[src/rtl/controlador_acoes.sv]
// controlador_acoes: samples b1/b2 per tick window and drives the pet state.
// Ports: clk, rst_n, b1, b2, fome, felicidade, sono -> estado, tick, ativ_cnt, alerta.
// Optional death/revival path: define CONTROLADOR_MORTE_EN.
module controlador_acoes #(
  parameter int STAT_W   = 8,
  parameter int TICK_DIV = 1000000,
  parameter int MAX_ATIV = 30,
  parameter int LIMIAR   = 16,
  localparam int CW = (TICK_DIV > 2) ? $clog2(TICK_DIV) : 1,
  localparam int AW = (MAX_ATIV == 0) ? 1 : $clog2(MAX_ATIV + 1)
) (
  input  logic              clk,
  input  logic              rst_n,
  input  logic              b1,
  input  logic              b2,
  input  logic [STAT_W-1:0] fome,
  input  logic [STAT_W-1:0] felicidade,
  input  logic [STAT_W-1:0] sono,
  output logic [3:0]        estado,
  output logic              tick,
  output logic [AW-1:0]     ativ_cnt,
  output logic              alerta
);

  localparam logic [3:0] IDLE       = 4'b0000;
  localparam logic [3:0] DORMINDO   = 4'b0001;
  localparam logic [3:0] COMENDO    = 4'b0010;
  localparam logic [3:0] DANDO_AULA = 4'b0100;
`ifdef CONTROLADOR_MORTE_EN
  localparam logic [3:0] MORTO      = 4'b1000;
`endif

  localparam logic [STAT_W:0] LIM = (STAT_W + 1)'(LIMIAR);

  logic [CW-1:0] div;
  logic          l1;
  logic          l2;
  logic          last;
  logic          p1;
  logic          p2;
  logic          low;
  logic [3:0]    est_d;
  logic [AW-1:0] cnt_d;
  logic          alerta_d;

  assign last = (div == CW'(TICK_DIV - 1));
  assign p1   = l1 | b1;
  assign p2   = l2 | b2;

  assign low = ({1'b0, fome} < LIM) |
               ({1'b0, felicidade} < LIM) |
               ({1'b0, sono} < LIM);

`ifdef CONTROLADOR_MORTE_EN
  logic zero;
  assign zero = (fome == '0) | (felicidade == '0) | (sono == '0);
`endif

  always_comb begin
    est_d = estado;
    cnt_d = ativ_cnt;
    if (last) begin
      cnt_d = '0;
      priority case (1'b1)
`ifdef CONTROLADOR_MORTE_EN
        (zero && estado != MORTO): est_d = MORTO;
        (estado == MORTO): begin
          if (p1 && p2 && !zero) est_d = IDLE;
        end
`endif
        (estado == IDLE): begin
          if (p1 && p2)      est_d = DANDO_AULA;
          else if (p1)       est_d = COMENDO;
          else if (p2)       est_d = DORMINDO;
          else               est_d = IDLE;
        end
        default: begin
          if (p1 || p2) begin
            est_d = IDLE;
          end else if (MAX_ATIV != 0 &&
                       ativ_cnt == AW'(MAX_ATIV - 1)) begin
            est_d = IDLE;
          end else begin
            // saturating only matters when the timeout is disabled
            cnt_d = (&ativ_cnt) ? ativ_cnt : ativ_cnt + 1'b1;
          end
        end
      endcase
    end
  end

`ifdef CONTROLADOR_MORTE_EN
  assign alerta_d = low & (est_d != MORTO);
`else
  assign alerta_d = low;
`endif

  always_ff @(posedge clk or negedge rst_n) begin
    if (!rst_n) begin
      div      <= '0;
      l1       <= 1'b0;
      l2       <= 1'b0;
      estado   <= IDLE;
      tick     <= 1'b0;
      ativ_cnt <= '0;
      alerta   <= 1'b0;
    end else begin
      div      <= last ? '0 : div + 1'b1;
      // latches are consumed by the decision edge they feed
      l1       <= last ? 1'b0 : p1;
      l2       <= last ? 1'b0 : p2;
      estado   <= est_d;
      tick     <= last;
      ativ_cnt <= cnt_d;
      alerta   <= alerta_d;
    end
  end

endmodule

[config.mk]
export PLATFORM = sky130hd
export DESIGN_NAME = controlador_acoes
export DESIGN_NICKNAME = d
export VERILOG_FILES = /design/src/rtl/controlador_acoes.sv
export SDC_FILE = /design/constraint.sdc
export NUM_CORES = 1
export LEC_CHECK = 0
export CORE_ASPECT_RATIO = 1.2
export CORE_UTILIZATION = 29
export CTS_CLUSTER_SIZE = 24
export DETAILED_ROUTE_END_ITERATION = 7
export PLACE_DENSITY = 0.53
export SETUP_SLACK_MARGIN = 0.4
export SKIP_CTS_REPAIR_TIMING = 1
export SYNTH_ARGS = -nofsm -noshare
export SYNTH_HDL_FRONTEND = slang
export SYNTH_SLANG_ARGS = --single-unit
[constraint.sdc]
create_clock -name clk -period 5.8 [get_ports clk]
set_input_delay 1.74 -clock clk [delete_from_list [all_inputs] [get_ports clk]]
set_output_delay 1.74 -clock clk [all_outputs]
set_load 0.02 [all_outputs]
==> impl_metrics.yaml <==
run_status:
  status: "completed"
die:
  die_area_um2: 5470
  core_area_um2: 4940
  die_h_um: 80.82
  rows: 28
  io_pins: 39
  die_w_um: 67.69
  start_util_pct: 30.40
sta:
  period_share_pct: 53.08
  fin_tns_setup_ns: 0
  fin_hold_ws_ns: 0.4883
  rsz0062_at_grt: "no"
  tightest_slew_ns: 0.8538
  drv_slew: 0
  skew_ns: 0.007404
  setup-violations-final: 0
  fin_crit_ns: 3.078
  hold_viol: 0
  slew_headroom_pct: 42.64
  max_freq_mhz: 324.8
worst_setup_path:
  crit_chain: "clkdlybuf4s50_1"
  crit_end: "ativ_cnt[3]"
  cp-end-kind: "output port"
  crit_buf_inv: 1
  cp_data_required_time_ns: 4.06
  r2r-start: "div[0]"
  max_stage_delay_ns: 0.63
  cp.arrival_ns: 1.34
  crit_family: "buffers and inverters"
  startpoint: "ativ_cnt[3]"
  reg2reg_depth: 7
  cp_max_fo: 5
  rr_endpoint: "ativ_cnt[3]"
  reg2reg_slack_ns: 3.68
  critPathKind: "flop to output port"
  cp_num_cells: 1
  start_kind: "flop"
  cp_slowest_cell: "clkdlybuf4s50_1"
synth:
  yosysWarnings: 0
  syn_area_um2: 1501
  synth.largest_area_cell: "dfrtp_1"
  synth_top_cell_area_share_pct: 53.33
  synth_area_leaders: "dfrtp_1, xor2_1, nor2_1, xnor2_1, ha_1"
  syn_nets: 175
  syn_avg_cell_area_um2: 10.50
  ys_seq_elements: 32
  syn_inst: 143
  yosysSeqAreaShare_pct: 53.33
  synth_cell_type_count: 29
global_routing:
  grtUsageMet2_pct: 21.19
  grt-busiest-layer: "met2"
  grt_use_met3_pct: 4.213
  grt_usage_pct: 12.90
  grt_max_degree: 33
  grt_pass1_wl_mm: 5.112
  grt_pass1_vias: 1136
  antenna_found_initial: 0
  use_met1_pct: 15.02
  grt_overflow: 0
clock_tree:
  path_clk_slew_ns: 0.07
  numCtsBuffers: 5
  cts_sinks: 32
  root_buffer: "clkbuf_8"
  cts_buffer_depth: 2
  cts_tree: "done"
  clk_latency_ns: 0.28
  htreeDepth: 2
route:
  drc: 0
  routedWlPerCell_um: 12.50
  via_count: 1135
  first_pass_iters: 4
  ant_nets: 0
  dr.first_iter.drc_count: 11
  via_per_inst: 4.850
  drt-total-wl_mm: 2.925
pwr:
  vdd_drop_max_mv: 0.1181
  p_per_area_nw_per_um2: 238.1
  leakagePower_nw: 0.8820
placement:
  port-buffer-count: 25
  gp_congestion: 0.7329
  hpwlAfterDp_mm: 2.068
run:
  maxCapViolCount: 0
layout:
  areaGrowthSynthToFinish_pct: 27.75
  final_core_util_pct: 38.83
  num-fill-cells: 480
  layout.nets: 205
  multi_input_area_um2: 658.1
  antenna_cells: 0
  drive_above_1_share_pct: 6.897
  regArea_um2: 800.8
min_path:
  hold_class: "flop to flop"
  min_from: "div[11]"
## worst min-delay path by stage
stage          endpoint  slack, ns  cells past startpoint
4_1_cts          div[0]       0.49                      1
3_5_place_dp    div[11]       0.48                      1
2_1_floorplan    div[0]       0.45                      1
5_1_grt         div[11]       0.50                      1
3_3_place_gp    div[11]       0.48                      1
6_report        div[11]       0.49                      1
## layout by cell type (no fill, tap or decap), types with 3 or more instances in the layout
| cell type | instances |
|---|---|
| dfrtp_1 | 32 |
| clkdlybuf4s50_1 | 25 |
| nor2_1 | 16 |
| xor2_1 | 11 |
| nand3_1 | 10 |
| nand2_1 | 9 |
| o21ai_0 | 9 |
| xnor2_1 | 6 |
| inv_1 | 5 |
| and3_1 | 5 |
| nand4_1 | 5 |
| nor4_1 | 5 |
| clkbuf_8 | 5 |
| a21o_1 | 4 |
| ha_1 | 4 |
| nor3_1 | 3 |
| and4_1 | 3 |
| nor4b_1 | 3 |
## cells in the mapped netlist
master,count
dfrtp_1,32
nor2_1,16
xor2_1,11
nand3_1,10
nand2_1,9
o21ai_0,9
xnor2_1,6
and3_1,5
inv_1,5
nand4_1,5
nor4_1,5
a21o_1,4
ha_1,4
and4_1,3
nor3_1,3
nor4b_1,3
a21oi_1,1
and2_2,1
buf_2,1
buf_4,1
buf_6,1
conb_1,1
nand2b_1,1
nand4_2,1
nand4b_1,1
o41ai_1,1
or2_4,1
or3_1,1
or3_4,1
## routing by layer
layer | wire length [µm] | share of wire (%)
met5 | 0 | 0
met4 | 57 | 1.9
met3 | 132 | 4.5
met2 | 1401 | 48
met1 | 1333 | 46
## metrics by stage
step	worst slack, ns	total power [mW]	instances	area, µm²
detailed placement	2.624	0.2535	226	1810
global placement	2.680	0.2531	226	1810
finish	2.722	0.4567	234	1918
global route	2.654	0.4809	234	1918
floorplan	3.271	0.2351	143	1501
CTS	2.706	0.4663	234	1918
## cells by family after synthesis
group | Yosys count | share of synthesized area (%)
compound gates | 15 | 5.916
xor+xnor | 17 | 9.916
fa+ha+maj | 4 | 3.333
flops | 32 | 53.33
other cells | 1 | 0.2498
buf+inv | 8 | 2.833
simple gates | 66 | 24.42
## area by class of cell
cell class	instances	area share, %
flip-flops and latches	32	41.75
well taps	60	3.914
repair buffers	26	13.44
inverters	5	0.9785
clock inverters	2	1.826
multi-input cells	103	34.31
clock buffers	6	3.783
## power by group
group / leakage, nW / switching (mW) / internal (mW) / total [mW]
sequential: 0.418 / 0.000869 / 0.225 / 0.226
clock: 0.0552 / 0.0807 / 0.127 / 0.208
combinational: 0.409 / 0.00996 / 0.0131 / 0.0231
## flip-flops by register name, summed over array words and instances (netlist names)
name      count
alerta        1
ativ_cnt      5
div          20
estado        3
l1            1
l2            1
tick          1
Power figures use the tool's default switching activity.
